**config.mk**
```make
export PLATFORM = sky130hd
export DESIGN_NAME = fx_mac_sequencer
export DESIGN_NICKNAME = d
export VERILOG_FILES = /design/src/rtl/fx_mac_sequencer.sv
export SDC_FILE = /design/constraint.sdc
export NUM_CORES = 1
export LEC_CHECK = 0
export ABC_CLOCK_PERIOD_IN_PS = 3500
export BUFFER_PORTS_ARGS = -buffer_cell sky130_fd_sc_hd__buf_2
export CAP_MARGIN = 25
export CORE_MARGIN = 1.5
export CORE_UTILIZATION = 40
export CTS_BUF_LIST = sky130_fd_sc_hd__clkbuf_8
export DETAILED_ROUTE_END_ITERATION = 16
export SYNTH_ARGS = -nofsm -noshare
export SYNTH_HDL_FRONTEND = slang
export SYNTH_SLANG_ARGS = --single-unit
export TNS_END_PERCENT = 100
```
**constraint.sdc**
```tcl
create_clock -name clk -period 3.5 [get_ports clk]
set_clock_uncertainty 0.1 [all_clocks]
set_input_delay 0.175 -clock clk [delete_from_list [all_inputs] [get_ports clk]]
set_output_delay 0.175 -clock clk [all_outputs]
set_load 0.02 [all_outputs]
```
**src/rtl/fx_mac_sequencer.sv**
```systemverilog
// fx_mac_sequencer: operand FIFO and sequencer feeding the FX 16x16 signed MAC.
// Buffers signed operand pairs, streams one term per cycle into the MAC, reads the
// accumulator back and holds the dot-product result behind a valid/ready handshake.
// Optional feature macro: FX_MAC_SEQ_FRAC_EN. When defined, the captured result is
// rescaled by FRAC_BITS with round-half-up. When undefined, the raw MAC value is kept.
module fx_mac_sequencer #(
    parameter int DEPTH     = 4,
    parameter int TERM_W    = 8,
    parameter int FRAC_BITS = 8
) (
    input  logic              clk,
    input  logic              reset_accum,
    input  logic              push_valid,
    output logic              push_ready,
    input  logic [15:0]       push_a,
    input  logic [15:0]       push_b,
    input  logic              push_sub,
    input  logic              push_last,
    output logic [15:0]       mac_a,
    output logic [15:0]       mac_b,
    output logic              mac_mult_enabled,
    output logic              mac_accumulate,
    output logic              mac_add_or_sub,
    output logic              mac_clear,
    input  logic [31:0]       mac_result,
    output logic              res_valid,
    input  logic              res_ready,
    output logic [31:0]       res_data,
    output logic [TERM_W-1:0] res_terms,
    output logic              res_sat,
    output logic              busy
);

    localparam int AW = $clog2(DEPTH);
    localparam logic [TERM_W-1:0] TERM_MAX = '1;

    if (DEPTH < 2 || (DEPTH & (DEPTH - 1)) != 0) begin : g_bad_depth
        $error("fx_mac_sequencer: DEPTH must be a power of two >= 2");
    end
    if (FRAC_BITS < 1 || FRAC_BITS > 31) begin : g_bad_frac
        $error("fx_mac_sequencer: FRAC_BITS must be in 1..31");
    end

    typedef enum logic [2:0] {
        IDLE    = 3'd0,
        ACCUM   = 3'd1,
        CAPTURE = 3'd2,
        HOLD    = 3'd3,
        CLEAR   = 3'd4
    } state_t;

    state_t state, state_next;

    // Operand FIFO storage; data is never reset, only the pointers are.
    logic [15:0]      fifo_a [DEPTH];
    logic [15:0]      fifo_b [DEPTH];
    logic [DEPTH-1:0] fifo_sub;
    logic [DEPTH-1:0] fifo_last;
    logic [AW:0]      wr_ptr, rd_ptr;
    logic             empty, full, do_push, do_pop;
    logic [AW-1:0]    rd_idx, wr_idx;

    logic [TERM_W-1:0] count;
    logic              sat;
    logic              clear_q;
    logic [31:0]       capture_value;

    assign rd_idx     = rd_ptr[AW-1:0];
    assign wr_idx     = wr_ptr[AW-1:0];
    assign empty      = (wr_ptr == rd_ptr);
    assign full       = (wr_ptr[AW] != rd_ptr[AW]) && (wr_idx == rd_idx);
    assign push_ready = !full;
    assign do_push    = push_valid && !full;
    assign do_pop     = (state == ACCUM) && !empty;

`ifdef FX_MAC_SEQ_FRAC_EN
    localparam logic signed [32:0] HALF_LSB = 33'sd1 <<< (FRAC_BITS - 1);

    // Fixed-point rescale: add half an output LSB, then arithmetic shift (round half up).
    function automatic logic [31:0] round_frac(input logic [31:0] p);
        logic signed [32:0] s;
        s = $signed({p[31], p}) + HALF_LSB;
        s = s >>> FRAC_BITS;
        return s[31:0];
    endfunction

    assign capture_value = round_frac(mac_result);
`else
    assign capture_value = mac_result;
`endif

    // Write accepted operand pairs into the FIFO slot at the write pointer.
    always_ff @(posedge clk) begin
        if (do_push) begin
            fifo_a[wr_idx]    <= push_a;
            fifo_b[wr_idx]    <= push_b;
            fifo_sub[wr_idx]  <= push_sub;
            fifo_last[wr_idx] <= push_last;
        end
    end

    // FIFO pointers: advance on accepted push and on ACCUM pop.
    always_ff @(posedge clk or posedge reset_accum) begin
        if (reset_accum) begin
            wr_ptr <= '0;
            rd_ptr <= '0;
        end else begin
            if (do_push) wr_ptr <= wr_ptr + 1'b1;
            if (do_pop)  rd_ptr <= rd_ptr + 1'b1;
        end
    end

    // State register plus the dedicated flop that drives the MAC clear pulse.
    always_ff @(posedge clk or posedge reset_accum) begin
        if (reset_accum) begin
            state   <= IDLE;
            clear_q <= 1'b0;
        end else begin
            state   <= state_next;
            clear_q <= (state_next == CLEAR);
        end
    end

    // Next-state and MAC control decode; MAC operands come straight from the FIFO head.
    always_comb begin
        state_next       = state;
        mac_a            = '0;
        mac_b            = '0;
        mac_mult_enabled = 1'b0;
        mac_accumulate   = 1'b0;
        mac_add_or_sub   = 1'b0;
        case (state)
            IDLE: begin
                if (!empty) state_next = ACCUM;
            end
            ACCUM: begin
                mac_mult_enabled = 1'b1;
                if (!empty) begin
                    mac_a          = fifo_a[rd_idx];
                    mac_b          = fifo_b[rd_idx];
                    mac_add_or_sub = fifo_sub[rd_idx];
                    mac_accumulate = 1'b1;
                    if (fifo_last[rd_idx]) state_next = CAPTURE;
                end
            end
            CAPTURE: begin
                // Zero product with accumulate low makes P equal the accumulator.
                mac_mult_enabled = 1'b1;
                state_next       = HOLD;
            end
            HOLD: begin
                if (res_ready) state_next = CLEAR;
            end
            CLEAR: begin
                state_next = empty ? IDLE : ACCUM;
            end
            default: state_next = IDLE;
        endcase
    end

    // Term counter saturates at all-ones; the saturation flag sticks until CLEAR.
    always_ff @(posedge clk or posedge reset_accum) begin
        if (reset_accum) begin
            count <= '0;
            sat   <= 1'b0;
        end else if (state == CLEAR) begin
            count <= '0;
            sat   <= 1'b0;
        end else if (do_pop && count != TERM_MAX) begin
            count <= count + 1'b1;
            if (count == TERM_MAX - 1'b1) sat <= 1'b1;
        end
    end

    // Capture the accumulator readback and term count; held stable through HOLD.
    always_ff @(posedge clk or posedge reset_accum) begin
        if (reset_accum) begin
            res_data  <= '0;
            res_terms <= '0;
        end else if (state == CAPTURE) begin
            res_data  <= capture_value;
            res_terms <= count;
        end
    end

    assign mac_clear = clear_q;
    assign res_valid = (state == HOLD);
    assign res_sat   = sat;
    assign busy      = (state != IDLE) || !empty;

endmodule
```
* Word-level counts from Yosys, hierarchy flattened
Memory sizes are Yosys's and may differ from the RTL's.
Index checks and enable logic that the tools add are counted.
** Word-level totals
- Register bits :: 67
- RAM bits :: 128
- Memories kept :: 2
- Output and inout port bits :: 80
- Bits of input ports :: 70
- Logic and storage cells :: 72
** Memories
- fifo_a :: words 4, width 16, read ports 1, clocked after Yosys merged registers in 0, wr ports 1, RTL line 55 : logic [15:0] fifo_a [DEPTH];
- fifo_b :: words 4, width 16, read ports 1, clocked after Yosys merged registers in 0, wr ports 1, RTL line 56 : logic [15:0] fifo_b [DEPTH];
** Cells by class
- Add/sub/neg operators :: 3
- Magnitude comparators :: 3
- Muxes and demuxes :: 30
- Eq/ne operators :: 10
- Reductions and logical operators :: 14
** Operator list (number)
- $mux W16 :: 4
- $mux W8 :: 2
- $pmux W3 S5 :: 1
- $mux W1 :: 14
- $mux W3 :: 4
- $add A8 B1 Y8 const B :: 1
- $bwmux W4 :: 2
- $eq A8 B8 Y1 const B :: 1
- $ne A8 B8 Y1 const B :: 1
- $add A3 B1 Y3 const B :: 2
- $eq A3 B2 Y1 const B :: 2
- $eq A3 B3 Y1 const B :: 2
- $lt A2 B3 Y1 const B :: 2
- $logic_and A1 B1 Y1 :: 5
- $bmux W1 S2 :: 2
- $reduce_bool A2 Y1 :: 2
- $eq A3 B1 Y1 const B :: 1
- $eq A3 B3 Y1 :: 1
- $logic_not A3 Y1 :: 1
- $reduce_bool A3 Y1 :: 1
- $demux W1 S2 :: 1
- $eq A2 B2 Y1 :: 1
- $ge A2 B1 Y1 const B :: 1
- $logic_not A1 Y1 :: 2
- other kinds (4) :: 4

* Longest topological paths before layout
- Depth after elaboration :: 6
- Depth in mapped cells :: 7
- Depth with buffers taken out :: 5

* Worst setup path before layout
OpenSTA, ideal clock, no wires.
- Path kind :: reg-to-reg
- Start point :: register rd_ptr[0]
- End point :: memory fifo_a[3][0] (enable)
- Data required time :: 3.004 ns
- Library setup time :: 0.396 ns
- Arrival :: 1.975 ns
- Period minus slack after synthesis :: 2.471 ns
- Path buffers :: 1
- Path slack :: 1.029 ns
- Stages on the path, launching flop included :: 5
- Path through :: dfrtp_1 > buf_4 > xnor2_1 > a31oi_1 > and2_1
** On the way
- Word-level cells in the longest chain between the ends :: 6
** Ends and longest elaborated chain
- start, declared :: RTL line 59 : logic [AW:0] wr_ptr, rd_ptr;
- start signal, assigned :: RTL line 109 : if (do_pop) rd_ptr <= rd_ptr + 1'b1;
- $eq A2 B2 Y1 :: RTL line 71 : assign full = (wr_ptr[AW] != rd_ptr[AW]) && (wr_idx == rd_idx);
- $logic_and A1 B1 Y1 :: RTL line 71
- $logic_not A1 Y1 :: RTL line 73 : assign do_push = push_valid && !full;
- $logic_and A1 B1 Y1 :: RTL line 73
- $mux W1 :: RTL line 94 : if (do_push) begin
- $mux W1 (implied by the code) :: RTL line 95 : fifo_a[wr_idx] <= push_a;
- end, declared :: RTL line 55
Every way passes these cells.

* Worst setup path in the final report
- Start point :: register rd_ptr[1]
- End point :: output mac_a[15]
** On the way
- Word-level cells in the longest chain between the ends :: 3
- Elaborated cells on any way between the ends :: 4
- Those cells by class :: eq/ne (1); mux (2); memory (1)
** Ends and longest elaborated chain
- $mem_v2 Z4 W16 / $eq A3 B3 Y1 (equally long branches)
- $mux W16 * :: RTL line 138 : if (!empty) begin
- $mux W16 * :: RTL line 132 : case (state)
- end, declared :: RTL line 19 : output logic [15:0] mac_a,
Every way passes the cells marked *; elsewhere a longest branch is shown, timed or not.

==> metrics.txt <==
clock sink total=195; #FFs+latches synth=just under 200; DR DRC count=0; final wirelength=15.3 mm; nets@finish=719; status=finished, final reports clean; total track usage=16.1%; Core Rows=50; Most used DFF post-synth=edfxtp_1; Pwr Density=841 nW/um^2; CP Data Required Time=3220 ps; M3 GR Usage=3.67%; Final GP Congestion=0.779; largest cells by area after synthesis=edfxtp_1 53%, dfrtp_1 19%, mux4_2 9.9%; Post-synth EDFFs=136; R2R Path End=fifo_b[3][6]$_DFFE_PP_; Detail Route Antenna Nets=0; Final Hold Viols=0; core area=approximately 19000 sq um; via count=4407; Critical Path End Type=output pin; Finished Layout Cells=around 920; Post-CTS Setup Bufs=0; leading cell type in the layout, fill and taps excluded=buf_2; Worst slew margin=a little over half; synth warn=0; initial antenna violation count=0; DP Cell Count=~810; min-delay src=push_valid; worst vdd ir=408 uV; Async SR Flop Fraction=between 30% and 40%; worst r2r src=rd_ptr[1]$_DFFE_PP0P_; # setup viols final=0; Worst Hold Path Cells=4; layer with the highest usage=met2; R2R cell count=4; first-pass GRT wire length=about 24 mm; Initial Util=41.0%; HPWL Detailed=9.79 mm; met2 GRT Util=between 20% and 30%; worst hold endpoint=wr_ptr[0]$_DFFE_PP0P_; top-area cell type share of the netlist area=52.8%; synthesized cell area=7730 sq um; total die area=20200 sq um; clk buf depth=2; startpoint types=flip-flop; met1 GRT Util=20.1%; Die Wd=142 um; Seq/Total Area, Yosys=71.9%; area grow syn2layout=28.2%; CTS tree=built; TNS Setup=0 ps; DRT Pass-1 Iters=4; CTS Buf Count=17; Die Y=142 um; Clock Latency Late Sink=around 460 ps; Worst Setup Path Type=flip-flop to output pin; Cells after Synth=415; Hold Path Class=input port to flip-flop; RSZ-0062 raised after global routing=false; share of cells above drive strength 1=42.9%; Mapped Nets=492; Highest Clock Rate=0.313 GHz; number of violations of the max-capacitance limit=0; Worst Path Max Fanout=38; WL/cell=16.7 um; port buffer count=between 100 and 150; Worst Tran Pin Value=roughly 690 ps; Final period util=91.3%; H-tree levels=4; ant diodes=0; Root Buffer=clkbuf_8; pin count of the biggest net entering global routing=slightly above 40; P_leak=approximately 3.9 nW; vias in the first global route=4673; Avg Vias per Cell=4.82; Tmin final=3200 ps; dominant cell type by area after synthesis=edfxtp_1; clk slew on worst S/H paths=around 100 ps; remaining global-route overflow=0; final slew viol count=0; synth unique cells=39; reg2reg setup slack=870 ps; Ports=150; 1st-iter DRT viols=208; Mean Syn Cell Area=18.6 sq um; CP Data Arrival Time=a little under 3000 ps; commonest cells after routing, fill and taps aside=149 x buf_2, 136 x edfxtp_1, 68 x dlygate4sd3_1
==> metal layers <==
layer / vias up / wire [um]
li1: 2042 / -
met4: 0 / 166
met3: 17 / 584
met2: 129 / 7660
met1: 2219 / 6910
met5: - / 0
==> report_power, final <==
part	leakage [nW]	internal (mW)	switching (mW)	total [mW]
sequential	1.97	3.16	0.318	3.47
clock	0.194	0.642	0.792	1.43
combinational	1.72	1.45	1.97	3.42
==> worst max-delay path by stage <==
stage	to	from
floorplan	fifo_a[3][0]$_DFFE_PP_	rd_ptr[0]$_DFFE_PP0P_
global placement	mac_a[15]	rd_ptr[1]$_DFFE_PP0P_
detailed placement	mac_a[15]	rd_ptr[1]$_DFFE_PP0P_
CTS	mac_b[9]	rd_ptr[1]$_DFFE_PP0P_
global route	mac_a[15]	rd_ptr[1]$_DFFE_PP0P_
finish	mac_a[15]	rd_ptr[1]$_DFFE_PP0P_
==> flip-flops by register name (all words and copies together) (netlist names), 4 cells and up <==
name       flops
res_terms      8
count          8
fifo_sub       4
fifo_a        64
fifo_b        64
res_data      32
fifo_last      4
==> worst max-delay path, cell delays in order (launching register included) <==
cell and delay [ps]:
dfrtp_2 600, xor2_2 260, o31ai_4 630, inv_2 480, and2_1 310, buf_2 170
==> synth_stat cells (2+ instances only) <==
library cell / number
edfxtp_1: 136
dfrtp_1: 59
and2_1: 40
mux2_2: 40
mux4_2: 34
buf_2: 13
nand2_1: 10
ha_1: 7
inv_1: 7
nor2_1: 7
nand3_1: 6
xnor2_1: 6
clkbuf_1: 5
a21oi_1: 4
o31ai_1: 4
or4_1: 4
and3_1: 3
xor2_2: 3
a41oi_1: 2
buf_4: 2
nor3_1: 2
nor4b_1: 2
o211ai_1: 2
o21ai_0: 2
==> metrics by stage <==
| step | worst slack (ps) | instance area [sq um] | total power, mW | util (%) | hold WS [ps] |
|---|---|---|---|---|---|
| 2_1_floorplan | 1030 | 7730 | 5.83 | - | 174 |
| 3_3_place_gp | 869 | 8810 | 6.84 | 46.8 | 203 |
| 3_5_place_dp | 785 | 8810 | 6.94 | 46.8 | 220 |
| 4_1_cts | 252 | 9880 | 8.45 | 52.5 | 1.32 |
| 5_1_grt | 84.6 | 9900 | 8.85 | 52.6 | 41.2 |
| 6_report | 304 | 9900 | 8.33 | 52.6 | 31.2 |
==> kinds of logic (layout without fill, tap and decap cells) <==
| kind of cell | count (synthesis) | count (layout) | synth area share [%] |
|---|---|---|---|
| compound gates | 22 | 22 | 2.19 |
| fa+ha+maj | 7 | 7 | 1.13 |
| buf+inv | 29 | 269 | 1.72 |
| xor+xnor | 10 | 10 | 1.42 |
| flops | 195 | 195 | 71.9 |
| simple gates | 78 | 78 | 5.86 |
| mux | 74 | 74 | 15.7 |
==> timing repair <==
action	in CTS	in global routing
hold buffers	68	0
gates resized for setup	0	0
endpoints found under the hold margin	202	0
==> area by class of cell <==
| cell class | instances | area, sq um |
|---|---|---|
| Fill cell | 1551 | 8930 |
| Sequential cell | 195 | 5560 |
| Multi-Input combinational cell | 191 | 2050 |
| Timing Repair Buffer | 229 | 1550 |
| Tap cell | 260 | 325 |
| Clock buffer | 17 | 234 |
| Clock inverter | 15 | 155 |
| Inverter | 8 | 30.0 |
(Power assumes the default switching activity.)
